==> config.mk <==
export PLATFORM = sky130hd
export DESIGN_NAME = triggerrec_event_fifo
export DESIGN_NICKNAME = d
export VERILOG_FILES = /design/src/rtl/triggerrec_event_fifo.sv
export SDC_FILE = /design/constraint.sdc
export NUM_CORES = 1
export LEC_CHECK = 0
export BUFFER_PORTS_ARGS = -buffer_cell sky130_fd_sc_hd__buf_2
export CAP_MARGIN = 0
export CORE_MARGIN = 4
export CORE_UTILIZATION = 40
export DETAILED_ROUTE_END_ITERATION = 10
export SLEW_MARGIN = 10
export SYNTH_ARGS = -nofsm -noshare
export SYNTH_HDL_FRONTEND = slang
export SYNTH_SLANG_ARGS = --single-unit
==> constraint.sdc <==
create_clock -name clk -period 17.9 [get_ports clk]
set_clock_uncertainty 0.15 [all_clocks]
set_input_delay 1.79 -clock clk [delete_from_list [all_inputs] [get_ports clk]]
set_output_delay 1.79 -clock clk [all_outputs]
set_load 0.1 [all_outputs]
==> src/rtl/triggerrec_event_fifo.sv <==
// Event buffer between the trigger matcher and the control bus: 64-bit records
// in, read out as two 32-bit halves (upper first), with CPU-injected records.
`timescale 1ns/1ps
module triggerrec_event_fifo #(
   parameter int DEPTH = 8,
   parameter int AW    = 3
) (
   input  logic          clk,
   input  logic          reset,
   input  logic          ev_valid,
   input  logic [63:0]   ev_data,
   output logic          ev_ready,
   input  logic          cpu_wr,
   input  logic [31:0]   cpu_wdat,
   input  logic          cpu_rd,
   output logic          cpu_done,
   output logic [31:0]   cpu_rdat,
   input  logic          flush,
   output logic [AW:0]   count,
   output logic          empty,
   output logic          full,
   output logic          overflow,
   output logic [7:0]    drop_cnt
);

   localparam logic [AW:0] FULL_COUNT = (AW+1)'(DEPTH);

   logic [63:0]   mem [DEPTH];
   logic [AW-1:0] wr_ptr;
   logic [AW-1:0] rd_ptr;
   logic [AW:0]   occ;
   logic          rd_hi;
   logic          wr_hi;
   logic [31:0]   hold_hi;
   logic          pend_valid;
   logic [63:0]   pend_data;
   logic          full_r;
   logic          empty_r;
   logic          done_r;
   logic          ovf_r;
   logic [31:0]   rdat_r;
   logic [7:0]    drops_r;

   logic          rd_op;
   logic          wr_op;
   logic          pop;
   logic          space;
   logic          ev_push;
   logic          ev_drop;
   logic          cpu_second;
   logic [63:0]   cpu_rec;
   logic          cand_valid;
   logic [63:0]   cand_data;
   logic          cand_slot;
   logic          cpu_push;
   logic          cpu_drop;
   logic          lost;
   logic          push;
   logic [63:0]   push_data;
   logic [AW:0]   occ_next;
   logic          pend_valid_next;
   logic [63:0]   pend_data_next;
   logic          done_next;
   logic [1:0]    n_drop;
   logic [8:0]    drop_sum;
   logic [7:0]    drops_next;
   logic [63:0]   rd_word;

   always_comb begin
      rd_op           = cpu_rd;
      wr_op           = cpu_wr & ~cpu_rd;
      rd_word         = mem[rd_ptr];
      pop             = rd_op & rd_hi & ~empty_r;
      // A lower-half read frees a slot in the same cycle, so a full FIFO can
      // still take a push; ev_ready stays the conservative registered !full.
      space           = ~full_r | pop;
      ev_push         = ev_valid & space;
      ev_drop         = ev_valid & ~space;
      cpu_second      = wr_op & wr_hi;
      cpu_rec         = {hold_hi, cpu_wdat};
      cand_valid      = pend_valid | cpu_second;
      cand_data       = pend_valid ? pend_data : cpu_rec;
      cand_slot       = cand_valid & ~ev_push;
      cpu_push        = cand_slot & space;
      cpu_drop        = cand_slot & ~space;
      // Only one CPU record can wait; a third contender is dropped.
      lost            = ev_push & pend_valid & cpu_second;
      push            = ev_push | cpu_push;
      push_data       = ev_push ? ev_data : cand_data;
      occ_next        = occ + (AW+1)'(push) - (AW+1)'(pop);
      pend_valid_next = ev_push ? (pend_valid | cpu_second) : (pend_valid & cpu_second);
      pend_data_next  = (cpu_second && !(ev_push && pend_valid)) ? cpu_rec : pend_data;
      done_next       = rd_op | (wr_op & ~wr_hi) | cand_slot | lost;
      n_drop          = {1'b0, ev_drop} + {1'b0, cpu_drop} + {1'b0, lost};
      drop_sum        = {1'b0, drops_r} + {7'b0, n_drop};
      drops_next      = drop_sum[8] ? 8'hFF : drop_sum[7:0];
   end

   always_ff @(posedge clk) begin
      if (!reset && !flush && push) begin
         mem[wr_ptr] <= push_data;
      end
   end

   always_ff @(posedge clk) begin
      if (reset) begin
         wr_ptr     <= '0;
         rd_ptr     <= '0;
         occ        <= '0;
         rd_hi      <= 1'b0;
         wr_hi      <= 1'b0;
         hold_hi    <= '0;
         pend_valid <= 1'b0;
         pend_data  <= '0;
         full_r     <= 1'b0;
         empty_r    <= 1'b1;
         ovf_r      <= 1'b0;
         drops_r    <= '0;
         done_r     <= 1'b0;
         rdat_r     <= '0;
      end else if (flush) begin
         wr_ptr     <= '0;
         rd_ptr     <= '0;
         occ        <= '0;
         rd_hi      <= 1'b0;
         wr_hi      <= 1'b0;
         hold_hi    <= '0;
         pend_valid <= 1'b0;
         pend_data  <= '0;
         full_r     <= 1'b0;
         empty_r    <= 1'b1;
         ovf_r      <= 1'b0;
         drops_r    <= '0;
         // Coincident bus accesses are discarded but still acknowledged.
         done_r     <= cpu_rd | cpu_wr;
         if (cpu_rd) begin
            rdat_r <= '0;
         end
      end else begin
         if (push) begin
            wr_ptr <= wr_ptr + AW'(1);
         end
         if (pop) begin
            rd_ptr <= rd_ptr + AW'(1);
         end
         occ     <= occ_next;
         full_r  <= (occ_next == FULL_COUNT);
         empty_r <= (occ_next == '0);
         if (rd_op) begin
            if (empty_r) begin
               rdat_r <= '0;
            end else if (rd_hi) begin
               rdat_r <= rd_word[31:0];
               rd_hi  <= 1'b0;
            end else begin
               rdat_r <= rd_word[63:32];
               rd_hi  <= 1'b1;
            end
         end
         if (wr_op) begin
            if (wr_hi) begin
               wr_hi <= 1'b0;
            end else begin
               hold_hi <= cpu_wdat;
               wr_hi   <= 1'b1;
            end
         end
         pend_valid <= pend_valid_next;
         pend_data  <= pend_data_next;
         done_r     <= done_next;
         if (n_drop != 2'd0) begin
            ovf_r <= 1'b1;
         end
         drops_r <= drops_next;
      end
   end

   assign ev_ready = ~full_r;
   assign cpu_done = done_r;
   assign cpu_rdat = rdat_r;
   assign count    = occ;
   assign empty    = empty_r;
   assign full     = full_r;
   assign overflow = ovf_r;
   assign drop_cnt = drops_r;

endmodule
Yosys cells after proc, flatten, opt, wreduce, memory -nomap -nowiden
Memory sizes are Yosys's and may differ from the RTL's. A register that Yosys moved wholly into a read port is not among the register bits.
Index checks and enable logic that the tools add are counted.
- $add $sub $neg: 7
- multiply operators: 0
- divide/modulo/power cells: 0
- magnitude comparators: 0
- equal/unequal tests: 1
- shift-type cells: 0
- muxes and demuxes: 16
- bitwise operators: 26
- reduce and logical (&&, ||, !) cells: 12
- operators with widths (cell ; number):
    32-bit two-way mux ; 5
    64-bit two-way mux ; 2
    1-bit AND ; 13
    8-bit by 2-bit adder with 9-bit output ; 1
    8-bit two-way mux ; 1
    1-bit bitwise OR ; 7
    3-bit by 1-bit adder with 3-bit output (second input constant) ; 2
    1-bit two-way mux ; 6
    3-bit two-way mux ; 2
    1-bit NOT ; 6
    4-bit by 1-bit adder with 4-bit output ; 1
    4-bit equality test (second input constant) ; 1
    1-bit logical AND ; 4
    4-bit zero test ; 1
    2-bit AND reduction ; 2
    4-bit by 1-bit subtractor with 4-bit output ; 1
    1-bit zero test ; 3
    1-bit by 1-bit adder with 2-bit output ; 1
    2-bit by 1-bit adder with 2-bit output ; 1
    2-bit nonzero test ; 1
    2-bit OR reduction ; 1
- bits in registers: 153
- latch bits: 0
- bits in writable memories: 512
- bits in read-only memories: 0
- output and inout bits: 49
- word-level logic and storage cells: 77
- memories: 1
- memories (name ; depth ; width ; read ports ; clocked after memory_dff ; wr ports ; line ; RTL):
    mem ; 8 ; 64 ; 1 ; 1 ; 1 ; 28 ; logic [63:0] mem [DEPTH];

Longest topological paths before layout
Gate-level depths: netlist of the first run.
- depth in word-level cells: 11
- depth in mapped cells: 14

Worst setup path before layout of the first run
OpenSTA, ideal clock, no wires.
- kind: input port to flip-flop
- start: input port flush
- end: memory mem[4][0], enable pin
- setup time: 565 ps
- arrival time: 6825 ps
- data required time: 17185 ps
- setup slack: 10360 ps
- stages on the path: 4
- buffers on the path: 1
- cells stage by stage: nor2_1 > clkbuf_1 > nand3_1 > nor3_1
- longest elaborated chain between the ends: 5
- RTL lines (what ; line ; RTL):
    start, declared ; 18 ; input logic flush,
    1-bit zero test ; 100 ; if (!reset && !flush && push) begin
    1-bit logical AND (2 in series) ; 100 ;
    1-bit two-way mux ; 100 ;
    1-bit two-way mux (not written as such) ; 101 ; mem[wr_ptr] <= push_data;
    end, declared ; 28 ;
Every way passes these cells.

Final worst setup path of the first run
- start: input port cpu_rd
- end: memory mem[1][18], enable pin
- longest elaborated chain between the ends: 11
- RTL lines (what ; line ; RTL):
    start, declared ; 15 ; input logic cpu_rd,
    1-bit AND * (2 in series) ; 73 ; pop = rd_op & rd_hi & ~empty_r;
    net pop ; 46 ; logic pop;
    1-bit bitwise OR * ; 76 ; space = ~full_r | pop;
    1-bit AND ; 77 ; ev_push = ev_valid & space;
    1-bit NOT ; 83 ; cand_slot = cand_valid & ~ev_push;
    1-bit AND ; 83 ;
    1-bit AND ; 84 ; cpu_push = cand_slot & space;
    1-bit bitwise OR * ; 88 ; push = ev_push | cpu_push;
    1-bit logical AND * ; 100 ;
    1-bit two-way mux * ; 100 ;
    1-bit two-way mux (not written as such) * ; 101 ;
The timed path passes the listed nets; every way through them passes the cells marked *.

==> results.txt, run 1 <==
Outcome -> finished, final reports clean
Post-synthesis async set-or-reset flop share -> 0
Worst Path Arrival -> 4.73 ns
Synth area leaders -> edfxtp_1 58%, dfxtp_1 12%, mux2i_1 9.8%, mux4_2 5.8%, nand2_1 3.8%
PD cells -> 105.6 mW/mm^2
Die Ht -> 266.1 um
Pin count of the biggest net entering global routing -> 101
Hold Vio Cnt, Final -> 0
Grt ovf -> 0
Worst VDD drop -> 69.47 uV
Leakage power figure -> 9.624 nW
# rows -> 94
Final setup violation count -> 0
Global-route wire length before repair -> 96,860 um
Pwr Total -> 0.003222 W
Max-slew violation count -> 0
Critical Path Start -> cpu_rd
Post-synth top area share -> 0.5770
Most frequent cells after synthesis -> 512 x edfxtp_1, 268 x nand2_1, 261 x mux2i_1, 156 x dfxtp_1, 93 x o21ai_0
Critical Path Sink Type -> flip-flop
Final Util -> 0.4632
# H-tree levels -> 3
Detail Route Antenna Nets -> 0
Hold Crit Class -> reg -> reg
Register area share after synthesis -> 0.6942
CTS Sinks -> 668
TNS Setup -> 0 ns
Maxcap violations -> 0
Global Route Usage Sum -> 0.1815
Routed WL per cell -> 23.40 um
Netlist cell types -> 50
# hold bufs at CTS -> 0
Initial antenna violation count -> 9
Synthesized area per cell -> 15.50 um^2
Crit path kind -> in -> reg
Final worst slack -> 13.23 ns
Area of the multi-input gates -> 0.007625 mm^2
Most common cell in the netlist -> edfxtp_1
FF+latch count, synth -> 668
Num CTS Buffers -> 68
Max Clk Rate -> 214.1 MHz
Nets -> 1,970
Worst-Margin Slew -> 1.263 ns
M1 WL -> 27,970 um
Minimum clock period -> 4.671 ns
Initial Util -> 0.4046
Pre-antenna DRT Iters -> 5
Total Wirelength -> 65,090 um
I/O pin cnt -> 151
Buffers on Ports -> 150
Synthesized cell area -> 0.02665 mm^2
Number of flops mapped to enable cells by yosys -> 512
Synth warnings -> 0
Critical Path Fanout Max -> 42
R2R Setup Slk -> 13.97 ns
Vias in the first global route -> 15,392
Post-place setup slack -> 12.65 ns
Slew Limit Headroom -> 0.1488
Layout area overhead -> 14.49%
Worst Path Required -> 17.96 ns
Min Hold Slack -> 0.3079 ns
Total core area -> 0.06586 mm^2
Iteration-0 DRC Markers -> 1,421
DRC Markers -> 0
Reg clk slew, reported paths -> 0.06 ns
Top Metal Used -> met5
Metal2 WL -> 30,140 um
RR Startpoint -> rd_hi$_SDFFE_PP0P_
Via count -> 15,157
Startpoint type of the worst setup path -> input port
Die width -> 266.1 um
Worst Hold Launch -> pend_data[57]$_SDFFE_PP0P_
Syn nets -> 1,832
PostCTS Resize Cnt -> 0
RSZ-0062 raised after global routing -> no
Die ar. -> 0.07081 mm^2
Post-synth top flop -> edfxtp_1
Synth area leader -> edfxtp_1
FF/Latch Area -> 0.01851 mm^2
Dpl hpwl -> 37,840 um
Root Driver -> clkbuf_16
Fillcell total -> 5,720
CTS tree -> yes
Fin crit share -> 0.2610
Clock buffer depth -> 3
Postcts setup bufs -> 0
Met3 wire len -> 5772 um
DR vias/cell -> 5.450
Worst skew pair latency -> 0.58 ns
Share of layout cells above drive strength 1 -> 0.2036
Routability Congestion -> 0.8032
Synthesized instance count -> 1,719
==> final cells by class <==
class,count,share of cell area
sequential,668,0.6068
multi-input combinational,926,0.2499
clock buffer,88,0.06476
tap,864,0.03544
timing repair buffer,179,0.03174
clock inverter,36,0.009146
inverter,14,0.001723
antenna,6,0.0004922
==> logic make-up (layout without fill, tap and decap cells) <==
kind of cell,count (synthesis),count (layout),share of synthesized area
flops,668,668,0.6942
mux,346,346,0.1682
simple gates,323,323,0.04884
compound gates,235,235,0.05480
buf+inv,125,317,0.02432
fa+ha+maj,11,11,0.006011
xor+xnor,11,11,0.003616
other cells,0,6,0
==> sequential cells by signal, summed over array words and instances (netlist names), named ones only <==
signal      count
drop_cnt        8
wr_ptr          3
rd_hi           1
cpu_done        1
rd_ptr          3
pend_data      64
full            1
overflow        1
wr_hi           1
pend_valid      1
empty           1
mem           512
count           4
cpu_rdat       32
hold_hi        32
==> metal layers <==
metal,vias to the layer above,track usage
met1,7700,0.2561
met4,4,0.05227
met5,-,0
li1,6827,-
met3,86,0.04008
met2,540,0.2856
==> worst max-delay path, cell delays in order <==
cell	delay, ns
buf_2	0.17
nand3b_2	0.16
inv_1	0.21
o32a_2	0.25
inv_2	0.07
or3_1	0.52
nor2_4	0.81
buf_4	0.73
==> report_power, final <==
| group | switching [W] | total (W) | leakage, nW | internal (W) |
|---|---|---|---|---|
| clock network | 0.000575 | 0.00141 | 1.12 | 0.000837 |
| logic | 0.0000899 | 0.000118 | 2.59 | 0.0000285 |
| registers | 0.00000531 | 0.00169 | 5.92 | 0.00169 |
==> per-stage QoR <==
stage / std cells / instance area, um^2
6_report: 2781 / 30510
5_1_grt: 2776 / 30490
4_1_cts: 2775 / 30490
3_5_place_dp: 2651 / 28240
3_3_place_gp: 2651 / 28240
2_1_floorplan: 1719 / 26650
==> path summary, 6_finish.rpt <==
path,endpoint,cells past startpoint
max,mem[1][18]$_DFFE_PP_,8
min,pend_data[57]$_SDFFE_PP0P_,2
max reg2reg,mem[1][18]$_DFFE_PP_,7
min reg2reg,pend_data[57]$_SDFFE_PP0P_,2
==> cells in the final DEF, fill, tap and decap left out, types with 6 or more instances in the layout <==
master / Yosys / final
edfxtp_1: 512 / 512
nand2_1: 268 / 268
mux2i_1: 261 / 261
dfxtp_1: 156 / 152
buf_2: 16 / 150
o21ai_0: 93 / 91
clkbuf_16: 0 / 75
mux4_2: 69 / 69
a22oi_1: 53 / 53
a21oi_1: 46 / 46
buf_4: 20 / 29
a32oi_1: 24 / 24
clkinv_2: 0 / 15
nor2_1: 24 / 14
inv_1: 13 / 13
clkinv_1: 0 / 12
mux4_1: 9 / 9
nor2_4: 0 / 9
o21ai_1: 6 / 8
ha_1: 8 / 8
clkbuf_1: 62 / 8
mux2_2: 7 / 7
xnor2_1: 7 / 7
diode_2: 0 / 6
Note: power is estimated with default switching activity, not from simulation.
==> inputs of run 2 (changes only) <==
==> constraint.sdc (replaced) <==
create_clock -name clk -period 4.9 [get_ports clk]
set_clock_uncertainty 0.15 [all_clocks]
set_input_delay 0.49 -clock clk [delete_from_list [all_inputs] [get_ports clk]]
set_output_delay 0.49 -clock clk [all_outputs]
set_load 0.1 [all_outputs]
==> results.txt, run 2 (synthesis results as in run 1) <==
Global-route wire length before repair -> 96,840 um
PD cells -> 383.2 mW/mm^2
# rows -> 94
Commonest non-fill, non-tap cell in the layout -> edfxtp_1
Pwr Total -> 0.01183 W
Fin cells -> 2,808
Startpoint type of the worst setup path -> flip-flop
Hold Vio Cnt, Final -> 0
Die ar. -> 0.07081 mm^2
Reg clk slew, reported paths -> 0.06 ns
Crit path kind -> reg -> reg
DR vias/cell -> 5.385
Max FFs per register -> 512
Worst Path Arrival -> 3.51 ns
Post-route cell area -> 0.03088 mm^2
Minimum clock period -> 3.431 ns
Num CTS Buffers -> 68
Worst-Margin Slew -> 1.260 ns
Initial Util -> 0.4046
Most flops, register -> mem
Placed cell areas -> 0.02842 mm^2
Initial antenna violation count -> 6
Dpl cells -> 2,661
Final Util -> 0.4688
Grt ovf -> 0
Hold Crit Class -> in -> reg
TNS Setup -> 0 ns
Die Ht -> 266.1 um
I/O pin cnt -> 151
Worst skew pair latency -> 0.60 ns
Slew Limit Headroom -> 0.1512
CTS Sinks -> 668
Postcts setup bufs -> 0
Detail Route Antenna Nets -> 0
Biggest regs -> mem x512, pend_data x64
Layout area overhead -> 15.89%
# H-tree levels -> 3
Dpl hpwl -> 38,290 um
Outcome -> finished, final reports clean
Total Wirelength -> 64,330 um
CTS tree -> yes
Global Route Usage Sum -> 0.1801
Final setup violation count -> 0
Critical Path Sink Type -> flip-flop
Total core area -> 0.06586 mm^2
Maxcap violations -> 0
Leakage power figure -> 9.763 nW
Root Driver -> clkbuf_16
Fillcell total -> 5,634
Pre-antenna DRT Iters -> 5
Nets -> 2,001
Worst Path Required -> 4.98 ns
RSZ-0062 raised after global routing -> no
Critical Path Fanout Max -> 28
Max Clk Rate -> 291.5 MHz
Pin count of the biggest net entering global routing -> 91
Clock buffer depth -> 3
Worst VDD drop -> 187.6 uV
Vias in the first global route -> 15,544
DRC Markers -> 0
Fin crit share -> 0.7002
Routability Congestion -> 0.7671
Die width -> 266.1 um
Share of layout cells above drive strength 1 -> 0.2023
Iteration-0 DRC Markers -> 1,296
Buffers on Ports -> 150
Via count -> 15,121
Max-slew violation count -> 0
Most frequent cells in the layout -> 512 x edfxtp_1, 268 x nand2_1, 261 x mux2i_1
Routed WL per cell -> 22.91 um
-- run 2: cell count changes in the layout (fill, tap and decap cells not counted), sizes merged --
| cell | delta |
|---|---|
| buf | +10 |
| bufinv | +2 |
| clkbuf | +11 |
| clkinv | -14 |
| clkinvlp | -2 |
| diode | -5 |
| dlygate4sd3 | +21 |
| inv | +4 |
-- run 2: power by group --
part	switching [W]	internal, W	total, W
sequential	0.0000189	0.00616	0.00618
clock	0.00212	0.00308	0.00520
combinational	0.000333	0.000120	0.000453
-- run 2: final timing paths --
path,from,endpoint,slack [ns],depth (start not counted)
min reg2reg,pend_data[29]$_SDFFE_PP0P_,pend_data[29]$_SDFFE_PP0P_,0.30,2
max,rd_hi$_SDFFE_PP0P_,mem[1][62]$_DFFE_PP_,1.47,7
max reg2reg,rd_hi$_SDFFE_PP0P_,mem[1][62]$_DFFE_PP_,1.47,7
min,cpu_wdat[19],hold_hi[19]$_SDFFE_PP0P_,0.03,3
-- run 2: cell type report --
class                   instances  area (um^2)  area share
flip-flops and latches        668        18510      0.5995
multi-input cells             926         7631      0.2471
clock buffers                  99         1941     0.06285
repair buffers                210         1354     0.04384
well taps                     864         1081     0.03501
clock inverters                26        306.5    0.009927
inverters                      14        52.55    0.001702
diodes                          1        2.502  0.00008104
-- run 2: repair_timing --
action	in CTS	in global routing
gates resized for setup	0	0
hold endpoints to repair	37	0
setup endpoints to repair	0	0
hold buffers	21	0
-- run 2: worst max-delay path: stages, from the launching register on --
cell and delay (ns):
dfxtp_2 0.55, nand3b_2 0.20, inv_1 0.20, o32a_2 0.24
inv_2 0.07, or3_1 0.51, nor2_4 0.59, buf_4 0.52
-- run 2: routing by layer --
metal  part of all wire  GRT usage  wire length, um
met1               0.46     0.2605            29590
met2               0.46     0.2835            29780
met3              0.062    0.03297             3982
met4              0.015    0.04729              966
met5            0.00020          0               13
-- run 2: metrics by stage --
stage	setup slack, ns	hold slack, ns
3_3_place_gp	1.404	0.2916
3_5_place_dp	1.365	0.2976
2_1_floorplan	-0.6827	0.2844
6_report	1.469	0.03491
4_1_cts	1.436	0.0008065
5_1_grt	1.307	0.02979
==> inputs of run 3 (changes only) <==
==> constraint.sdc (replaced) <==
create_clock -name clk -period 3.2 [get_ports clk]
set_clock_uncertainty 0.15 [all_clocks]
set_input_delay 0.32 -clock clk [delete_from_list [all_inputs] [get_ports clk]]
set_output_delay 0.32 -clock clk [all_outputs]
set_load 0.1 [all_outputs]
==> results.txt, run 3 (synthesis results as in run 1) <==
Grt ovf -> 0
Max FFs per register -> 512
# rows -> 94
Crit path kind -> reg -> reg
Outcome -> finished, final reports clean
CTS tree -> yes
Slew Limit Headroom -> 0.3393
Min Hold Slack -> 0.03504 ns
Placed cell areas -> 0.02933 mm^2
DRC Markers -> 0
CP peak stage delay -> 0.46 ns
Hold Crit Class -> in -> reg
Worst VDD drop -> 376.4 uV
Worst Hold End -> mem[3][31]$_DFFE_PP_
Critical Path Start -> empty$_SDFF_PP1_
Area of the multi-input gates -> 0.007625 mm^2
Max-slew violation count -> 0
Post-route cell area -> 0.03176 mm^2
Nets -> 2,108
PD cells -> 553.3 mW/mm^2
Commonest non-fill, non-tap cell in the layout -> edfxtp_1
Pin count of the biggest net entering global routing -> 132
DR vias/cell -> 5.360
Fin crit share -> 0.9359
Buffers on Ports -> 150
Hold Vio Cnt, Final -> 0
Global-route wire length before repair -> 101,400 um
Buf/Inv on CP -> 0
Worst Path Required -> 3.49 ns
Minimum clock period -> 2.995 ns
Layout area overhead -> 19.18%
Critical Path Slowest Stage Cell -> fa_1
Final setup violation count -> 0
Worst-Margin Slew -> 0.9911 ns
# H-tree levels -> 3
Critical Path Sink Type -> flip-flop
Most frequent cells in the layout -> 512 x edfxtp_1, 268 x nand2_1, 261 x mux2i_1
CP cell instances -> nand3b_2 -> a21boi_4 -> nand2_1 -> nor2_1 -> fa_1 -> ha_1 -> fa_1 -> nand3_1 -> nor2_1 -> nand3_2 -> a21oi_1
Die width -> 266.1 um
Vias in the first global route -> 16,223
Worst Hold Launch -> ev_data[31]
Pre-antenna DRT Iters -> 5
FF/Latch Area -> 0.01852 mm^2
Fin cells -> 2,914
Dpl hpwl -> 41,870 um
Root Driver -> clkbuf_16
Max Clk Rate -> 333.9 MHz
Dpl cells -> 2,751
Initial Util -> 0.4046
Final worst slack -> 0.2053 ns
R2R Setup Slk -> 0.21 ns
RSZ-0062 raised after global routing -> no
Routability Congestion -> 0.7987
Routed WL per cell -> 23.04 um
Critical Path Fanout Max -> 6
Initial antenna violation count -> 5
Via count -> 15,618
CTS Sinks -> 668
Fillcell total -> 5,671
Total Wirelength -> 67,140 um
Worst Path Arrival -> 3.28 ns
Die ar. -> 0.07081 mm^2
Post-place setup slack -> 0.1126 ns
Biggest regs -> mem x512, pend_data x64
Reg2Reg Depth -> 11
RR Startpoint -> empty$_SDFF_PP1_
Worst skew pair latency -> 0.59 ns
Share of layout cells above drive strength 1 -> 0.2349
I/O pin cnt -> 151
Total core area -> 0.06586 mm^2
Global Route Usage Sum -> 0.1889
Iteration-0 DRC Markers -> 1,319
Most flops, register -> mem
Num CTS Buffers -> 67
Reg clk slew, reported paths -> 0.06 ns
Clock buffer depth -> 3
Die Ht -> 266.1 um
Detail Route Antenna Nets -> 0
Leakage power figure -> 10.23 nW
Postcts setup bufs -> 0
Startpoint type of the worst setup path -> flip-flop
Maxcap violations -> 0
R2r endpoint -> drop_cnt[0]$_SDFF_PP0_
Hold Path Depth -> 4
TNS Setup -> 0 ns
Family with the most delay on the worst path -> adder cells
## run 3: cell types whose count changed in the layout (fill, tap and decap cells not counted), moves of 4 or more
cell,delta
clkinv_1,+9
bufinv_16,-4
clkbuf_1,-6
o21ai_0,+6
o21ai_1,-6
buf_12,+19
clkbuf_8,-8
clkinvlp_4,+5
dlygate4sd3_1,+18
buf_4,+71
## run 3: power by group
group,internal (W),leakage (nW),switching [W]
Clock,0.00409,0.977,0.00321
Sequential,0.00942,5.92,0.0000280
Combinational,0.000274,3.33,0.000543
Total,0.0138,10.2,0.00378
## run 3: final cells by class
| type | count | share of cell area |
|---|---|---|
| Antenna cell | 2 | 0.0001576 |
| Clock buffer | 83 | 0.05536 |
| Clock inverter | 39 | 0.008392 |
| Inverter | 14 | 0.001773 |
| Multi-Input combinational cell | 926 | 0.2401 |
| Sequential cell | 668 | 0.5831 |
| Tap cell | 864 | 0.03404 |
| Timing Repair Buffer | 318 | 0.07707 |
## run 3: worst max-delay path by stage
stage | endpoint | slack (ns) | depth (start not counted)
after CTS | drop_cnt[0]$_SDFF_PP0_ | 0.14 | 11
after global placement | drop_cnt[0]$_SDFF_PP0_ | 0.07 | 12
after floorplan | mem[0][0]$_DFFE_PP_ | -0.54 | 5
final | drop_cnt[0]$_SDFF_PP0_ | 0.21 | 11
after detailed placement | drop_cnt[0]$_SDFF_PP0_ | 0.11 | 12
after global routing | drop_cnt[2]$_SDFF_PP0_ | 0.05 | 11
## run 3: through the flow
| step | utilization | power, W |
|---|---|---|
| global route | 0.4821 | 0.01819 |
| detailed placement | 0.4453 | 0.01042 |
| finish | 0.4822 | 0.01757 |
| global placement | 0.4453 | 0.01040 |
| floorplan | - | 0.01001 |
| CTS | 0.4820 | 0.01776 |
## run 3: what timing repair did
item                                    4_1_cts  5_1_grt
endpoints found under the hold margin        86        0
hold buffers                                 39        0
endpoints found under the setup margin        0        6
resized for setup                             0        1
## run 3: worst min-delay path: cells and delay by family
| kind | cells | cell delay, ns |
|---|---|---|
| AOI/OAI and AO/OA | 1 | 0.07 |
| and+or+nand+nor | 1 | 0.05 |
| buffers and inverters | 2 | 0.22 |
## run 3: routing by layer
layer | vias to the layer above | wire [um] | global-route usage
li1 | 7104 | - | -
met1 | 7954 | 29880 | 0.2626
met2 | 462 | 32350 | 0.3089
met3 | 92 | 3584 | 0.03343
met4 | 6 | 1293 | 0.05255
met5 | - | 41 | 0
